<file path="src/rtl/gpb_opb_pkg.sv">
// Shared OPB definitions for the GPIO/loop-monitor decode: register offsets,
// CTRL/STATUS bit positions and the scan sequencer state encoding.
package gpb_opb_pkg;

   localparam logic [5:0] REG_CTRL    = 6'h00;
   localparam logic [5:0] REG_STATUS  = 6'h01;
   localparam logic [5:0] REG_SETTLE  = 6'h02;
   localparam logic [5:0] REG_CH_MASK = 6'h03;
   localparam logic [5:0] REG_RESULT  = 6'h20;

   localparam int CTRL_RUN   = 0;
   localparam int CTRL_CONT  = 1;
   localparam int CTRL_ABORT = 2;

   localparam int STAT_BUSY    = 0;
   localparam int STAT_DONE    = 1;
   localparam int STAT_TIMEOUT = 2;
   localparam int STAT_CH_LSB  = 8;

   typedef enum logic [2:0] {
      ST_IDLE,
      ST_SELECT,
      ST_SETTLE,
      ST_CONVERT,
      ST_WAIT,
      ST_STORE
   } scan_state_t;

   // Mux bank enable: ch[4:3] picks one of four 8-input banks.
   function automatic logic [3:0] bank_onehot(input logic [1:0] bank);
      return 4'b0001 << bank;
   endfunction

endpackage

</file>
<file path="src/rtl/lp_mon_result_buf.sv">
// 32-entry result store for the loop-monitor scan: one write port from the
// sequencer, one combinational read port for the OPB read mux.
module lp_mon_result_buf #(
   parameter int ADC_W = 12
) (
   input  logic             OPB_CLK,
   input  logic             OPB_RST,
   input  logic             clear,
   input  logic             wr_en,
   input  logic [4:0]       wr_addr,
   input  logic [ADC_W-1:0] wr_data,
   input  logic [4:0]       rd_addr,
   output logic [ADC_W:0]   rd_entry
);

   logic [ADC_W-1:0] data_mem [32];
   logic [31:0]      valid;

   // Only the valid bits need a reset; stale data behind a clear VALID is harmless.
   always_ff @(posedge OPB_CLK or posedge OPB_RST) begin
      if (OPB_RST) begin
         valid <= '0;
      end else if (clear) begin
         valid <= '0;
      end else if (wr_en) begin
         valid[wr_addr] <= 1'b1;
      end
   end

   always_ff @(posedge OPB_CLK) begin
      if (wr_en) begin
         data_mem[wr_addr] <= wr_data;
      end
   end

   assign rd_entry = {valid[rd_addr], data_mem[rd_addr]};

endmodule

</file>
<file path="src/rtl/lp_mon_scan_seq.sv">
// Autonomous loop-monitor scan sequencer: walks enabled mux channels, settles,
// handshakes one ADC conversion per channel and exposes results over OPB.
module lp_mon_scan_seq
   import gpb_opb_pkg::*;
#(
   parameter int NUM_CH      = 32,
   parameter int ADC_W       = 12,
   parameter int SETTLE_DEF  = 200,
   parameter int TIMEOUT_CYC = 1024
) (
   input  logic             OPB_CLK,
   input  logic             OPB_RST,
   input  logic [31:0]      OPB_DI,
   output logic [31:0]      OPB_DO,
   input  logic [31:0]      OPB_ADDR,
   input  logic             SEQ_RE,
   input  logic             SEQ_WE,
   output logic [2:0]       LP_MON_A,
   output logic [3:0]       LP_MON_SEL,
   output logic             ADC_START,
   input  logic             ADC_DONE,
   input  logic [ADC_W-1:0] ADC_DATA,
   output logic             SCAN_IRQ
);

   localparam int              TO_W       = $clog2(TIMEOUT_CYC + 1);
   localparam logic [TO_W-1:0] TO_LAST    = TO_W'(TIMEOUT_CYC - 1);
   localparam logic [5:0]      NUM_CH_L   = 6'(NUM_CH);
   localparam logic [15:0]     SETTLE_RST = 16'(SETTLE_DEF);

   scan_state_t      state;
   logic [4:0]       ch;
   logic [31:0]      scan_mask;
   logic [31:0]      mask_reg;
   logic [15:0]      settle_reg;
   logic [15:0]      settle_cnt;
   logic [TO_W-1:0]  timeout_cnt;
   logic [ADC_W-1:0] adc_q;
   logic [2:0]       sel_a;
   logic [3:0]       sel_bank;
   logic             adc_start;
   logic             scan_irq;
   logic             run;
   logic             cont;
   logic             done;
   logic             timeout_flag;
   logic [31:0]      opb_do;

   logic [5:0]       reg_addr;
   logic             ctrl_wr;
   logic             abort_req;
   logic             start_req;
   logic             ch_enabled;
   logic             last_ch;
   logic             timeout_hit;
   logic             advance;
   logic             store_en;
   logic [ADC_W:0]   rd_entry;
   logic [31:0]      rd_word;
   logic             unused_addr;

   assign reg_addr    = OPB_ADDR[5:0];
   assign unused_addr = ^OPB_ADDR[31:6];

   assign ctrl_wr    = SEQ_WE && (reg_addr == REG_CTRL);
   assign abort_req  = ctrl_wr && OPB_DI[CTRL_ABORT];
   assign start_req  = ctrl_wr && OPB_DI[CTRL_RUN] && !OPB_DI[CTRL_ABORT] && (state == ST_IDLE);

   assign ch_enabled  = scan_mask[ch] && ({1'b0, ch} < NUM_CH_L);
   assign last_ch     = (ch == 5'd31);
   assign timeout_hit = (state == ST_WAIT) && !ADC_DONE && (timeout_cnt == TO_LAST);
   assign store_en    = (state == ST_STORE);

   // A channel is finished when it is skipped, stored, or abandoned on timeout.
   assign advance = ((state == ST_SELECT) && !ch_enabled) || store_en || timeout_hit;

   // Firmware-owned configuration registers.
   always_ff @(posedge OPB_CLK or posedge OPB_RST) begin
      if (OPB_RST) begin
         settle_reg <= SETTLE_RST;
         mask_reg   <= '1;
         cont       <= 1'b0;
      end else if (SEQ_WE) begin
         case (reg_addr)
            REG_CTRL:    cont       <= OPB_DI[CTRL_CONT];
            REG_SETTLE:  settle_reg <= OPB_DI[15:0];
            REG_CH_MASK: mask_reg   <= OPB_DI;
            default:     ;
         endcase
      end
   end

   // Scan FSM. The mask is latched per pass so mid-pass mask writes take effect
   // on the next pass only; abort overrides every state transition.
   always_ff @(posedge OPB_CLK or posedge OPB_RST) begin
      if (OPB_RST) begin
         state        <= ST_IDLE;
         ch           <= '0;
         scan_mask    <= '0;
         settle_cnt   <= '0;
         timeout_cnt  <= '0;
         adc_q        <= '0;
         sel_a        <= '0;
         sel_bank     <= '0;
         adc_start    <= 1'b0;
         scan_irq     <= 1'b0;
         run          <= 1'b0;
         done         <= 1'b0;
         timeout_flag <= 1'b0;
      end else begin
         adc_start <= 1'b0;
         scan_irq  <= 1'b0;
         if (ctrl_wr) begin
            done         <= 1'b0;
            timeout_flag <= 1'b0;
         end
         if (abort_req) begin
            state    <= ST_IDLE;
            run      <= 1'b0;
            sel_bank <= '0;
         end else begin
            case (state)
               ST_IDLE: begin
                  if (start_req) begin
                     state     <= ST_SELECT;
                     ch        <= '0;
                     run       <= 1'b1;
                     scan_mask <= mask_reg;
                  end
               end
               ST_SELECT: begin
                  if (ch_enabled) begin
                     sel_a      <= ch[2:0];
                     sel_bank   <= bank_onehot(ch[4:3]);
                     settle_cnt <= (settle_reg == 16'd0) ? 16'd1 : settle_reg;
                     state      <= ST_SETTLE;
                  end
               end
               ST_SETTLE: begin
                  if (settle_cnt <= 16'd1) begin
                     state     <= ST_CONVERT;
                     adc_start <= 1'b1;
                  end else begin
                     settle_cnt <= settle_cnt - 16'd1;
                  end
               end
               ST_CONVERT: begin
                  state       <= ST_WAIT;
                  timeout_cnt <= '0;
               end
               ST_WAIT: begin
                  if (ADC_DONE) begin
                     adc_q <= ADC_DATA;
                     state <= ST_STORE;
                  end else if (timeout_hit) begin
                     timeout_flag <= 1'b1;
                  end else begin
                     timeout_cnt <= timeout_cnt + 1'b1;
                  end
               end
               ST_STORE: ;
               default: state <= ST_IDLE;
            endcase

            if (advance) begin
               if (last_ch) begin
                  done     <= 1'b1;
                  scan_irq <= 1'b1;
                  ch       <= '0;
                  if (cont) begin
                     state     <= ST_SELECT;
                     scan_mask <= mask_reg;
                  end else begin
                     state    <= ST_IDLE;
                     run      <= 1'b0;
                     sel_a    <= '0;
                     sel_bank <= '0;
                  end
               end else begin
                  ch    <= ch + 5'd1;
                  state <= ST_SELECT;
               end
            end
         end
      end
   end

   lp_mon_result_buf #(
      .ADC_W(ADC_W)
   ) u_result_buf (
      .OPB_CLK  (OPB_CLK),
      .OPB_RST  (OPB_RST),
      .clear    (start_req),
      .wr_en    (store_en),
      .wr_addr  (ch),
      .wr_data  (adc_q),
      .rd_addr  (reg_addr[4:0]),
      .rd_entry (rd_entry)
   );

   // OPB read mux; result entries occupy the upper half of the 6-bit window.
   always_comb begin
      rd_word = '0;
      if (reg_addr[5]) begin
         rd_word[31]          = rd_entry[ADC_W];
         rd_word[ADC_W-1:0]   = rd_entry[ADC_W-1:0];
      end else begin
         case (reg_addr)
            REG_CTRL: begin
               rd_word[CTRL_RUN]  = run;
               rd_word[CTRL_CONT] = cont;
            end
            REG_STATUS: begin
               rd_word[STAT_BUSY]             = (state != ST_IDLE);
               rd_word[STAT_DONE]             = done;
               rd_word[STAT_TIMEOUT]          = timeout_flag;
               rd_word[STAT_CH_LSB +: 5]      = ch;
            end
            REG_SETTLE:  rd_word[15:0] = settle_reg;
            REG_CH_MASK: rd_word       = mask_reg;
            default:     rd_word       = '0;
         endcase
      end
   end

   always_ff @(posedge OPB_CLK or posedge OPB_RST) begin
      if (OPB_RST) begin
         opb_do <= '0;
      end else begin
         opb_do <= SEQ_RE ? rd_word : 32'd0;
      end
   end

   assign OPB_DO     = opb_do;
   assign LP_MON_A   = sel_a;
   assign LP_MON_SEL = sel_bank;
   assign ADC_START  = adc_start;
   assign SCAN_IRQ   = scan_irq;

endmodule
</file>
<file path="config.mk">
export PLATFORM = sky130hd
export DESIGN_NAME = lp_mon_scan_seq
export DESIGN_NICKNAME = d
export VERILOG_FILES = /design/src/rtl/gpb_opb_pkg.sv /design/src/rtl/lp_mon_result_buf.sv /design/src/rtl/lp_mon_scan_seq.sv
export SDC_FILE = /design/constraint.sdc
export NUM_CORES = 1
export LEC_CHECK = 0
export BUFFER_PORTS_ARGS = -buffer_cell sky130_fd_sc_hd__buf_2
export CAP_MARGIN = 20
export CORE_ASPECT_RATIO = 0.9
export CORE_MARGIN = 2
export CORE_UTILIZATION = 61
export DETAILED_ROUTE_END_ITERATION = 10
export PLACE_DENSITY = 0.79
export SLEW_MARGIN = 20
export SYNTH_ARGS = -nofsm -noshare
export SYNTH_HDL_FRONTEND = slang
export SYNTH_SLANG_ARGS = --single-unit
</file>
<file path="constraint.sdc">
create_clock -name OPB_CLK -period 6.5 [get_ports OPB_CLK]
set_input_delay 0.325 -clock OPB_CLK [delete_from_list [all_inputs] [get_ports OPB_CLK]]
set_output_delay 0.325 -clock OPB_CLK [all_outputs]
set_load 0.05 [all_outputs]
</file>
==> summary.md, run 1 <==
| Metric | Value |
|---|---|
| Most common cell after layout, fill and taps aside | `sky130_fd_sc_hd__edfxtp_1` |
| Smallest hold slack | `0.0946 ns` |
| Global router's overall resource usage | `0.284` |
| Synth cell types | `66` |
| DIE HEIGHT | `192 um` |
| Utilization after layout | `0.707` |
| Initial antenna violation count | `1` |
| Number of standard cells in the layout, taps in and fillers out | `2,071` |
| Total number of yosys warnings | `0` |
| Sequential cell area in the final layout | `16,700 um^2` |
| Worst-path maximum fanout | `32` |
| Tcrit/Tclk final | `0.559` |
| Commonest cells after routing, fill and taps aside | `384 x sky130_fd_sc_hd__edfxtp_1, 168 x sky130_fd_sc_hd__dfrtp_1, 132 x sky130_fd_sc_hd__mux4_2` |
| First-pass GRT wire length | `83.8 mm` |
| Actual slew at the worst max-slew pin | `1.12 ns` |
| Ratio of cells with drive above 1 in the final layout | `0.318` |
| Cell at the root of the clock tree | `sky130_fd_sc_hd__clkbuf_16` |
| Number of global-route vias before repair | `13,400` |
| Cell row count | `68` |
| Residual overflow from global routing | `0` |
| Number of violations reported at the end of detailed-routing iteration 0 | `1,610` |
| Data arrival time of the worst path | `4.12 ns` |
| Cell Area, Synth | `24,000 um^2` |
| CP startpoint kind | `flip-flop` |
| Initial Util | `0.622` |
| Worst slew slack as a fraction of its limit | `0.255` |
| CP endpoint kind | `flip-flop` |
| Length of the first detailed-routing pass in iterations | `5` |
| Number of top-level pins | `122` |
| Hold-fix buffers, CTS | `44` |
| Synthesized instance count | `1,348` |
| Post-cts sizing count | `0` |
| Number of vias per cell | `6.46` |
| Latest clock arrival within the worst-skew pair | `0.61 ns` |
| Final period demand of the worst path | `3.63 ns` |
| Residual antenna-violating net count after detailed routing | `0` |
| Register bank with the most flops | `u_result_buf.data_mem` |
| Clock sink total | `588` |
| Post-synthesis cell type with the largest combined area | `sky130_fd_sc_hd__edfxtp_1` |
| Part of the Yosys area used for sequential elements | `0.696` |
| Setup TNS | `0 ns` |
| Max-cap violations | `0` |
| Maximum number of pins on one net before global-route repair | `136` |
| Status | `completed` |
| H-Tree Level Count | `2` |
| Overall via count from detail_route | `13,400` |
| Max Clock Freq | `0.275 GHz` |
| Required arrival time at the worst endpoint | `6.99 ns` |
| CTS tree | `yes` |
| Classification of the worst-slack hold path | `in2reg` |
| Cell types occupying the most area after synthesis | `sky130_fd_sc_hd__edfxtp_1 48%, sky130_fd_sc_hd__dfrtp_1 18%, sky130_fd_sc_hd__mux4_2 12%` |
| Core area | `38,500 um^2` |
| Final setup violation count | `0` |
| Clk_skew | `0.0209 ns` |
| Static leakage | `10.3 nW` |
| Top cell family by delay on the critical path | `compound AO/OA/AOI/OAI gates` |
| Num CTS Buffers | `55` |
| Most instantiated flip-flop cell in the synthesis netlist | `sky130_fd_sc_hd__edfxtp_1` |
| Antenna Cells | `0` |
| Cell with the biggest individual delay on the critical path | `sky130_fd_sc_hd__dfrtp_1` |
| Slowest stage delay, CP | `0.75 ns` |
| Filler cell count | `2,331` |
| HPWL after DPL | `33.4 mm` |
| X dimension of the die | `213 um` |
| Post-Syn Area per Cell | `17.8 um^2` |
| GP Congestion | `0.950` |
| Number of enable-type register cells in the synthesized netlist | `384` |
| Count of pins over their slew limit | `0` |
| Synthesized Nets | `1,437` |
| VDD IR-drop max | `0.372 mV` |
| Largest buffer count on any clock path | `3` |
| Final net count | `1,593` |
| Crit path kind | `reg2reg` |
| CP Cell Sequence | `buf_4 > mux2i_1 > o22ai_1 > o21ai_1 > o211a_4 > a21oi_2 > o31a_4 > mux2_4` |
| Share of async-settable or async-resettable flops after synthesis | `0.347` |
| Total die area | `40,900 um^2` |
| Port Buffer Count | `95` |
| Power per Cell Area | `342 nW/um^2` |
| Post-detailed-route wirelength per cell | `26.7 um` |
| Bufs and invs on worst path | `1` |
| FF+latch count, synth | `588` |
| Growth of design area from synthesis to finish | `13.7%` |
| Max FFs per register | `384` |
| Overall power after layout | `9.32 mW` |
| Instance count after placement with tap cells included | `1,926` |
| Portion of synthesized cell area occupied by the leading cell type | `0.481` |
| Clock input transition at the sequential cells of the worst setup and hold paths | `0.06 ns` |
| Combined area of the multi-input logic cells | `6940 um^2` |
| Detailed-route wire length | `55.3 mm` |
| Endpoints failing hold | `0` |
| Number of buffers added for setup after CTS | `0` |
| RSZ-0062 raised after global routing | `false` |
| Post-detailed-route DRC marker count | `0` |
[Yosys cell counts, types with 26 or more instances]
cell	n
sky130_fd_sc_hd__mux2_4	30
sky130_fd_sc_hd__mux2_2	54
sky130_fd_sc_hd__nand2_1	45
sky130_fd_sc_hd__dfstp_2	35
sky130_fd_sc_hd__mux4_2	132
sky130_fd_sc_hd__a21oi_1	26
sky130_fd_sc_hd__dfrtp_1	169
sky130_fd_sc_hd__o21ai_0	28
sky130_fd_sc_hd__clkbuf_1	37
sky130_fd_sc_hd__edfxtp_1	384
sky130_fd_sc_hd__nor2_1	79
sky130_fd_sc_hd__o21a_1	35
sky130_fd_sc_hd__mux2i_1	30
[metal layers]
| layer | track usage | share of wire | up-vias | routed length (um) |
|---|---|---|---|---|
| met5 | 0 | 0.00020 | - | 11 |
| met4 | 0.0952 | 0.029 | 2 | 1580 |
| met3 | 0.0554 | 0.090 | 107 | 4980 |
| met2 | 0.431 | 0.47 | 645 | 25800 |
| li1 | - | - | 5660 | - |
| met1 | 0.422 | 0.41 | 6970 | 22900 |
[layout make-up]
class                   count  share of cell area
clock buffers              78              0.0590
multi-input cells         670               0.254
well taps                 525              0.0241
clock inverters            21             0.00436
flip-flops and latches    588               0.612
inverters                  16             0.00248
repair buffers            173              0.0438
[final timing paths]
kind,slack (ns),end,from,cells after the start
min in group asynchronous,0.40,adc_q[11],OPB_RST,3
worst max-delay path,2.87,scan_mask[6],ch[1],8
max in group asynchronous,4.60,scan_mask[13],OPB_RST,4
worst min-delay path,0.09,mask_reg[2],OPB_DI[2],3
worst max register to register,2.87,scan_mask[6],ch[1],8
worst min register to register,0.49,timeout_cnt[10],timeout_cnt[10],1
[worst min-delay path, cell delays in order]
cell	delay (ns)
sky130_fd_sc_hd__buf_2	0.11
sky130_fd_sc_hd__inv_1	0.14
sky130_fd_sc_hd__o21ai_0	0.11
[through the flow]
stage	worst slack [ns]	area [um^2]
after floorplan	0.666	24000
after global placement	2.88	25100
after detailed placement	2.79	25100
after CTS	2.95	27200
after global routing	2.78	27300
final	2.87	27300
[logic make-up (layout without fill, tap and decap cells)]
kind of cell,after synthesis,after routing,share of synthesized area
muxes,255,255,0.185
adders and majority gates,8,8,0.00417
DFF,588,588,0.696
buffers and inverters,90,288,0.0169
and+or+nand+nor,223,223,0.0471
AOI/OAI and AO/OA,184,184,0.0514
[power breakdown]
part	total, mW	internal (mW)	switching, mW
clock	3.09	1.72	1.37
sequential	5.06	4.55	0.513
combinational	1.17	0.455	0.713
total	9.32	6.72	2.59
Power figures use the tool's default switching activity.
==> run 2, diff against run 1 <==
==> constraint.sdc (replaced) <==
create_clock -name OPB_CLK -period 3.8 [get_ports OPB_CLK]
set_input_delay 0.19 -clock OPB_CLK [delete_from_list [all_inputs] [get_ports OPB_CLK]]
set_output_delay 0.19 -clock OPB_CLK [all_outputs]
set_load 0.05 [all_outputs]
==> summary.md, run 2 (same netlist as run 1, synthesis figures left out) <==
| Metric | Value |
|---|---|
| Share of total power consumed by net switching | `0.283 (+0.00475)` |
| Final setup violation count | `0 (unchanged)` |
| Fraction of power consumed by combinational cells | `0.129 (+0.004)` |
| Count of cells along the worst hold path | `3 (unchanged)` |
| Setup TNS | `0 ns (unchanged)` |
| Most common cell after layout, fill and taps aside | `sky130_fd_sc_hd__edfxtp_1` |
| CP endpoint kind | `flip-flop` |
| Actual slew at the worst max-slew pin | `1.09 ns (-0.0303 ns)` |
| Violated checks | `DRC` |
| Power per Cell Area | `583 nW/um^2 (+71%)` |
| Clk_skew | `0.0166 ns (-0.00437 ns)` |
| Crit path kind | `reg2reg` |
| Clock sink total | `588 (unchanged)` |
| Number of vias per cell | `6.50 (+0.60%)` |
| Detailed-route wire length | `58.4 mm (+5.7%)` |
| Worst slew slack as a fraction of its limit | `0.276 (+0.0210)` |
| Max FFs per register | `384 (unchanged)` |
| DIE HEIGHT | `192 um (unchanged)` |
| Number of top-level pins | `122 (unchanged)` |
| Ratio of cells with drive above 1 in the final layout | `0.320 (+0.00248)` |
| Hold path startpoint | `SEQ_RE` |
| Latest clock arrival within the worst-skew pair | `0.62 ns (about the same)` |
| Clock network fraction of design power | `0.331 (about the same)` |
| Count of pins over their slew limit | `0 (unchanged)` |
| Total die area | `40,900 um^2 (unchanged)` |
| Max Clock Freq | `0.321 GHz (+17%)` |
| Post-detailed-route DRC marker count | `1 (+1)` |
| Initial antenna violation count | `0 (-1)` |
| Switching power summed over all nets | `4.54 mW (+75%)` |
| Power share of the sequential group | `0.540 (-0.003)` |
| Smallest hold slack | `0.0861 ns (-0.00854 ns)` |
| VDD IR-drop max | `0.672 mV (+81%)` |
| Initial Util | `0.622 (unchanged)` |
| Global router's overall resource usage | `0.300 (+0.0158)` |
| RSZ-0062 raised after global routing | `false` |
| First-pass GRT wire length | `88.5 mm (+5.6%)` |
| Number of standard cells in the layout, taps in and fillers out | `2,110 (+1.9%)` |
| H-Tree Level Count | `2 (unchanged)` |
| Classification of the worst-slack hold path | `in2reg` |
| Design area | `27,500 um^2 (+1.0%)` |
| Port Buffer Count | `95 (unchanged)` |
| Static leakage | `10.4 nW (+1.6%)` |
| Residual antenna-violating net count after detailed routing | `0 (unchanged)` |
| Number of cell instances on the worst register-to-register path | `8 (unchanged)` |
| Growth of design area from synthesis to finish | `14.9%` |
| Cell at the root of the clock tree | `sky130_fd_sc_hd__clkbuf_16` |
| Cell row count | `68 (unchanged)` |
| Largest buffer count on any clock path | `3 (unchanged)` |
| Commonest cells after routing, fill and taps aside | `384 x sky130_fd_sc_hd__edfxtp_1, 168 x sky130_fd_sc_hd__dfrtp_1, 132 x sky130_fd_sc_hd__mux4_2` |
| Number of global-route vias before repair | `14,000 (+4.6%)` |
| Number of buffers added for setup after CTS | `0 (unchanged)` |
| Length of the first detailed-routing pass in iterations | `9 (+4)` |
| Number of violations reported at the end of detailed-routing iteration 0 | `1,920 (+19%)` |
| Dpl ws | `0.757 ns (-2.03 ns)` |
| Source of the worst register-to-register timing path | `ch[1]` |
| Overall via count from detail_route | `13,700 (+2.5%)` |
| Final period demand of the worst path | `3.11 ns (-0.517 ns)` |
| Num CTS Buffers | `55 (unchanged)` |
| Internal Power | `11.5 mW (+71%)` |
| Core area | `38,500 um^2 (unchanged)` |
| HPWL after DPL | `34.3 mm (+2.9%)` |
| Required arrival time at the worst endpoint | `4.29 ns (-2.70 ns)` |
| Placed cell area | `25,300 um^2 (+1.0%)` |
| Status | `finished, violations left` |
| Endpoints failing hold | `0 (unchanged)` |
| Utilization after layout | `0.715 (+0.00730)` |
| Worst-path maximum fanout | `32 (unchanged)` |
| Instance count after placement with tap cells included | `1,957 (+1.6%)` |
| CP startpoint kind | `flip-flop` |
| Tcrit/Tclk final | `0.819 (+0.261)` |
| Worst Setup Slack, final | `0.687 ns (-2.18 ns)` |
| Clock input transition at the sequential cells of the worst setup and hold paths | `0.07 ns (about the same)` |
| GP Congestion | `0.942 (-0.79%)` |
| Data arrival time of the worst path | `3.60 ns (-0.52 ns)` |
| Reg2Reg Setup Slack | `0.69 ns (-2.18 ns)` |
| Post-detailed-route wirelength per cell | `27.7 um (+3.8%)` |
| Launch point of the critical path | `ch[1]` |
| Final net count | `1,626 (+2.1%)` |
| X dimension of the die | `213 um (unchanged)` |
| Max-cap violations | `0 (unchanged)` |
| Residual overflow from global routing | `0 (unchanged)` |
| Maximum number of pins on one net before global-route repair | `96 (-29%)` |
| Overall power after layout | `16.1 mW (+72%)` |
| Register bank with the most flops | `u_result_buf.data_mem` |
| CTS tree | `yes` |
[run 2: timing repair]
action	4_1_cts	5_1_grt
endpoints found under the hold margin	94	0
resized for setup	0	0
hold buffers	48	0
[run 2: routing by layer]
metal / routed length [um] / up-vias / track usage
met1: 23700 / 7150 / 0.440
met4: 1210 / 0 / 0.0753
met3: 5430 / 102 / 0.0651
met2: 28100 / 744 / 0.468
li1: - / 5722 / -
met5: 0 / - / 0
[run 2: critical path, cell delays in order (launching register included)]
cell and delay (ns):
sky130_fd_sc_hd__dfrtp_1 0.65, sky130_fd_sc_hd__buf_4 0.27, sky130_fd_sc_hd__mux2i_1 0.38, sky130_fd_sc_hd__o22ai_2 0.12
sky130_fd_sc_hd__nor3_2 0.19, sky130_fd_sc_hd__o211a_4 0.23, sky130_fd_sc_hd__a21oi_2 0.06, sky130_fd_sc_hd__o31a_4 0.62
sky130_fd_sc_hd__mux2_1 0.42
[run 2: area by class of cell]
| cell class | instances | area, um^2 |
|---|---|---|
| Tap cell | 525 | 657 |
| Multi-Input combinational cell | 670 | 6900 |
| Antenna cell | 1 | 2.50 |
| Timing Repair Buffer | 206 | 1500 |
| Fill cell | 2303 | 11000 |
| Inverter | 16 | 63.8 |
| Clock buffer | 86 | 1610 |
| Sequential cell | 588 | 16700 |
| Clock inverter | 18 | 135 |
[run 2: power groups by stage]
stage	sequential, mW	combinational (mW)	clock [mW]
6_report	8.67	2.08	5.31
5_1_grt	8.78	2.24	5.62
4_1_cts	8.66	2.04	5.36
3_5_place_dp	8.78	1.96	0
3_3_place_gp	8.69	1.90	0
2_1_floorplan	8.49	1.38	0
[run 2: path summary, 6_finish.rpt]
check / end
worst max-delay path: scan_mask[30]
worst max register to register: scan_mask[30]
worst min register to register: u_result_buf.valid[15]
max in group asynchronous: adc_q[11]
worst min-delay path: OPB_DO[3]
min in group asynchronous: settle_reg[0]
